===== src/rtl/traffic_light_actuated_fsm.sv =====
// Actuated two-way intersection controller: NS/EW greens with min/max limits,
// latched pedestrian walk phase, all-red clearance and a night flashing-yellow mode.
module traffic_light_actuated_fsm #(
   parameter int unsigned GREEN_TIME   = 5,
   parameter int unsigned MIN_GREEN    = 2,
   parameter int unsigned YELLOW_TIME  = 2,
   parameter int unsigned ALL_RED_TIME = 1,
   parameter int unsigned PED_TIME     = 3,
   parameter int unsigned FLASH_HALF   = 2,
   parameter int unsigned CNT_W        = 8
) (
   input  logic       clk,
   input  logic       rst,
   input  logic       ns_car,
   input  logic       ew_car,
   input  logic       ped_req,
   input  logic       night_mode,
   output logic       ns_red,
   output logic       ns_yellow,
   output logic       ns_green,
   output logic       ew_red,
   output logic       ew_yellow,
   output logic       ew_green,
   output logic       ped_walk,
   output logic       ped_pending,
   output logic [2:0] phase
);

   typedef enum logic [2:0] {
      S_NS_G    = 3'd0,
      S_NS_Y    = 3'd1,
      S_ALL_RED = 3'd2,
      S_EW_G    = 3'd3,
      S_EW_Y    = 3'd4,
      S_PED     = 3'd5,
      S_FLASH   = 3'd6
   } state_t;

   localparam logic DIR_NS = 1'b0;
   localparam logic DIR_EW = 1'b1;

   localparam logic [CNT_W-1:0] GREEN_LAST  = CNT_W'(GREEN_TIME - 1);
   localparam logic [CNT_W-1:0] MIN_LAST    = CNT_W'(MIN_GREEN - 1);
   localparam logic [CNT_W-1:0] YELLOW_LAST = CNT_W'(YELLOW_TIME - 1);
   localparam logic [CNT_W-1:0] AR_LAST     = CNT_W'(ALL_RED_TIME - 1);
   localparam logic [CNT_W-1:0] PED_LAST    = CNT_W'(PED_TIME - 1);
   localparam logic [CNT_W-1:0] FLASH_LAST  = CNT_W'(FLASH_HALF - 1);

   // Lamp vector layout: {ns_red, ns_yellow, ns_green, ew_red, ew_yellow, ew_green, ped_walk}
   localparam logic [6:0] LAMPS_RESET = 7'b001_100_0;

   state_t           state_q, state_d;
   logic [CNT_W-1:0] cnt_q, cnt_d;
   logic             next_dir_q, next_dir_d;
   logic             ped_pending_q, ped_pending_d;
   logic             flash_q, flash_d;
   logic [6:0]       lamps_q;

   function automatic logic [6:0] decode_lamps(input state_t s, input logic f);
      logic [6:0] l;
      case (s)
         S_NS_G:    l = 7'b001_100_0;
         S_NS_Y:    l = 7'b010_100_0;
         S_ALL_RED: l = 7'b100_100_0;
         S_EW_G:    l = 7'b100_001_0;
         S_EW_Y:    l = 7'b100_010_0;
         S_PED:     l = 7'b100_100_1;
         S_FLASH:   l = {1'b0, f, 1'b0, 1'b0, f, 1'b0, 1'b0};
         default:   l = 7'b100_100_0;
      endcase
      return l;
   endfunction

   always_comb begin
      state_d       = state_q;
      cnt_d         = cnt_q + 1'b1;
      next_dir_d    = next_dir_q;
      flash_d       = flash_q;
      ped_pending_d = ped_pending_q | ped_req;

      case (state_q)
         S_NS_G: begin
            // Yield only after min green, and before max-out only if own approach is empty.
            if ((cnt_q >= MIN_LAST) && (ew_car || ped_pending_q) &&
                (!ns_car || (cnt_q >= GREEN_LAST))) begin
               state_d = S_NS_Y;
               cnt_d   = '0;
            end else if (cnt_q >= GREEN_LAST) begin
               cnt_d = GREEN_LAST;
            end
         end

         S_EW_G: begin
            if ((cnt_q >= MIN_LAST) && (ns_car || ped_pending_q) &&
                (!ew_car || (cnt_q >= GREEN_LAST))) begin
               state_d = S_EW_Y;
               cnt_d   = '0;
            end else if (cnt_q >= GREEN_LAST) begin
               cnt_d = GREEN_LAST;
            end
         end

         S_NS_Y: begin
            if (cnt_q == YELLOW_LAST) begin
               state_d    = S_ALL_RED;
               cnt_d      = '0;
               next_dir_d = DIR_EW;
            end
         end

         S_EW_Y: begin
            if (cnt_q == YELLOW_LAST) begin
               state_d    = S_ALL_RED;
               cnt_d      = '0;
               next_dir_d = DIR_NS;
            end
         end

         S_ALL_RED: begin
            if (cnt_q == AR_LAST) begin
               cnt_d = '0;
               if (night_mode) begin
                  state_d = S_FLASH;
                  flash_d = 1'b1;
               end else if (ped_pending_q) begin
                  state_d       = S_PED;
                  ped_pending_d = ped_req;
               end else begin
                  state_d = (next_dir_q == DIR_EW) ? S_EW_G : S_NS_G;
               end
            end
         end

         S_PED: begin
            if (cnt_q == PED_LAST) begin
               state_d = (next_dir_q == DIR_EW) ? S_EW_G : S_NS_G;
               cnt_d   = '0;
            end
         end

         S_FLASH: begin
            if (!night_mode) begin
               state_d    = S_ALL_RED;
               cnt_d      = '0;
               next_dir_d = DIR_NS;
            end else if (cnt_q == FLASH_LAST) begin
               cnt_d   = '0;
               flash_d = ~flash_q;
            end
         end

         default: begin
            state_d = S_NS_G;
            cnt_d   = '0;
         end
      endcase
   end

   // Lamps are registered from the next state so they always match state_q.
   always_ff @(posedge clk) begin
      if (rst) begin
         state_q       <= S_NS_G;
         cnt_q         <= '0;
         next_dir_q    <= DIR_EW;
         ped_pending_q <= 1'b0;
         flash_q       <= 1'b1;
         lamps_q       <= LAMPS_RESET;
      end else begin
         state_q       <= state_d;
         cnt_q         <= cnt_d;
         next_dir_q    <= next_dir_d;
         ped_pending_q <= ped_pending_d;
         flash_q       <= flash_d;
         lamps_q       <= decode_lamps(state_d, flash_d);
      end
   end

   assign {ns_red, ns_yellow, ns_green, ew_red, ew_yellow, ew_green, ped_walk} = lamps_q;
   assign ped_pending = ped_pending_q;
   assign phase       = state_q;

endmodule


===== config.mk =====
export PLATFORM = sky130hd
export DESIGN_NAME = traffic_light_actuated_fsm
export DESIGN_NICKNAME = d
export VERILOG_FILES = /design/src/rtl/traffic_light_actuated_fsm.sv
export SDC_FILE = /design/constraint.sdc
export NUM_CORES = 1
export LEC_CHECK = 0
export CAP_MARGIN = 0
export CORE_ASPECT_RATIO = 1.25
export CORE_MARGIN = 10
export CORE_UTILIZATION = 34
export CTS_BUF_LIST = sky130_fd_sc_hd__clkbuf_16
export CTS_CLUSTER_DIAMETER = 60
export DETAILED_ROUTE_END_ITERATION = 6
export SYNTH_ARGS = -nofsm -noshare
export SYNTH_HDL_FRONTEND = slang
export SYNTH_SLANG_ARGS = --single-unit

===== constraint.sdc =====
create_clock -name clk -period 4 [get_ports clk]
set_input_delay 0.8 -clock clk [delete_from_list [all_inputs] [get_ports clk]]
set_output_delay 0.8 -clock clk [all_outputs]
set_load 0.02 [all_outputs]

==> metrics.txt <==
number of synthesized flops with an enable pin=0; initial antenna violation count=0; Storage cell area=between 400 and 500 µm²; via count=1143; First-pass DRT Iterations=4; setup repair after global routing missed its margin=false; DP HPWL=2330 µm; Clock transition at path regs=~0.06 ns; Slew HR=0.373; Placement Rows=25; final WL=around 3200 µm; Worst Max-Slew Pin Slew=slightly above 0.9 ns; crit end category=register; fin area=1580 µm²; global-route wire length before repair=approximately 5400 µm; multiplexer area fraction after synthesis=0.00749; Final Hold Vio Count=0; Worst Hold Class=reg -> reg; RR Startpoint=phase[1]$_SDFF_PP0_; Critical path origin=ew_car; Static Leakage=between 0.5 and 0.6 nW; Max Root-Sink Buffers=2; Post-Synth Simple-Gate Area=0.280; main combinational cell family by area after synthesis=simple AND/OR/NAND/NOR gates; status=complete, no violations; complex-gate fraction of the synthesized area=0.256; Layout area overhead=18.1%; CTS tree=yes; core area=about 3800 µm²; Num CTS Buffers=3; total track usage=0.0916; initial cell density of the core=0.353; Internal Power=about 0.6 mW; Initial DRC Count=roughly 120; share of cells above drive strength 1=0.117; Multi-input gate area=just over 800 µm²; Worst Path Buf+Inv=1; Top Family by Delay on Critical Path=compound AO/OA/AOI/OAI gates; sw frac=0.417; Antenna Nets Post-Route=0; fraction of registers with async set/reset=0; Psw=0.438 mW; CP max stage delay=0.57 ns; Tot Pwr=1.05 mW; DIE WIDTH=between 70 and 80 µm; placed inst area=1500 µm²; HP Start=cnt_q[7]$_SDFF_PP0_; max-cap violations=0; post-CTS setup buffers=0; Synth Register Bits=21; # DRC=0; vias per inst=between 5 and 6; largest net degree at the start of global routing=21; syn_area_per_cell=8.85 µm²; Post-Place Cells=around 210; Reg power frac=0.313; Post-Synth XOR/XNOR Area=0.0328; vias in the first global route=around 1100; WHS=just over 0.5 ns; CTS Hold Buffers Added=0; gp weighted congestion=roughly 0.91; Cell Pwr Density=666 nW/µm²; die height=90.1 µm; Crit Path Class=in -> reg; fmax=approximately 370 MHz; Comb pwr share=0.492; Buffers on Ports=16; n_diodes=0; Crit-path slowest cell=a2111oi_4; post-synth net total=161; worst path arrival time=~2.9 ns; Synth Area in Adders=0.0375; Synth warnings=0; fin. max-slew vios=0; CTS Root Cell=clkbuf_16; final non-filler cell total=between 200 and 250; Mapped Area=~1300 µm²; htree depth=1; Period minus WS final=2.68 ns; clock share of power=0.195; Peak VDD IR=0.000401 V; Fin Setup TNS=0 ns; final critical-path share of the clock period=0.671; fillers=about 390; cts repair resizes=0; wire per inst=14.5 µm; IO Count=17; final setup fails=0; Layout Skew=about 0.0032 ns; Unique masters post-synth=59; Syn Inst Count=about 150; gr ovfl total=0; startpoint types=input port; Clock Latency Late Sink=about 0.25 ns; DIE AREA=a little under 7000 µm²; post-synthesis sequential area ratio=0.315; fin nets=around 170; CP Data Required Time=between 4 and 5 ns; crit-path max FO=8; Num Clock Sinks=21; Top FF cell, synth=dfxtp_1; worst path cell trace=clkdlybuf4s50_1, o21ai_0, o31ai_4, a2111oi_4, or4b_1, o31ai_1
## metrics by stage
stage,util,worst slack [ns]
floorplan,-,1.65
global placement,0.396,1.07
detailed placement,0.396,1.05
CTS,0.417,1.31
global route,0.417,1.12
finish,0.417,1.32
## metal layers
layer,track usage,vias up,part of all wire
li1,-,569,-
met3,0.0359,2,0.061
met1,0.118,545,0.48
met2,0.136,27,0.45
met5,0,-,0
met4,0.0264,0,0.0070
## layout make-up
class / instances / share of cell area
Timing Repair Buffer: 16 / 0.102
Clock inverter: 1 / 0.00317
Sequential cell: 21 / 0.266
Tap cell: 54 / 0.0428
Inverter: 8 / 0.0190
Multi-Input combinational cell: 114 / 0.519
Clock buffer: 3 / 0.0476
## state kept, by name, summed over array words and instances, names as in the netlist
| name | count |
|---|---|
| cnt_q | 8 |
| flash_q | 1 |
| lamps_q | 7 |
| next_dir_q | 1 |
| ped_pending | 1 |
| phase | 3 |
## worst reg2reg max path, cell delays in order, from the launching register on
cell     delay [ns]
dfxtp_1        0.75
or2b_2         0.37
nor4b_1        0.49
nor3_1         0.13
o21a_1         0.23
or4b_1         0.52
o31ai_1        0.07
## synthesized netlist by cell type (2+ instances only)
master	instances	area share
dfxtp_1	21	0.31
nor2_1	14	0.039
o21ai_0	11	0.041
inv_1	8	0.022
a21oi_1	7	0.026
nand3_1	7	0.026
nor2b_1	7	0.033
xor2_1	5	0.033
ha_1	4	0.037
nand2b_1	4	0.019
buf_6	3	0.025
clkbuf_1	3	0.0084
nand2_1	3	0.0084
nor3_1	3	0.011
nand3b_1	2	0.011
nor3b_1	2	0.011
nor4b_1	2	0.013
o211ai_1	2	0.011
o31ai_1	2	0.011
o32a_1	2	0.015
## logic make-up after synthesis
| group | after synthesis |
|---|---|
| buf+inv | 16 |
| simple gates | 60 |
| xor+xnor | 5 |
| flops | 21 |
| compound gates | 44 |
| fa+ha+maj | 4 |
| mux | 1 |
## worst paths after layout
path | slack [ns] | endpoint | cells after the start
setup / recovery | 1.32 | lamps_q[5]$_SDFF_PP0_ | 6
setup reg to reg | 1.36 | lamps_q[5]$_SDFF_PP0_ | 6
hold / removal | 0.52 | cnt_q[7]$_SDFF_PP0_ | 2
hold reg to reg | 0.52 | cnt_q[7]$_SDFF_PP0_ | 2
## placed cells by master, fill, tap and decap left out, types with 2 or more instances in the layout
master and instances:
dfxtp_1 21, clkdlybuf4s50_1 16, nor2_1 14, o21ai_0 11, inv_1 8, nor2b_1 7
a21oi_1 7, nand3_1 7, xor2_1 5, nand2b_1 4, ha_1 4, nand2_1 3
nor3_1 3, clkbuf_16 3, nor3b_1 2, o32a_1 2, o211ai_1 2, nor4b_1 2
o31ai_1 2, nand3b_1 2
## power groups by stage
stage	sequential [mW]	clock, mW	combinational [mW]
global placement	0.330	0	0.511
floorplan	0.319	0	0.394
detailed placement	0.330	0	0.516
global route	0.337	0.221	0.574
CTS	0.327	0.212	0.517
finish	0.328	0.205	0.516
Note: power is estimated with default switching activity, not from simulation.
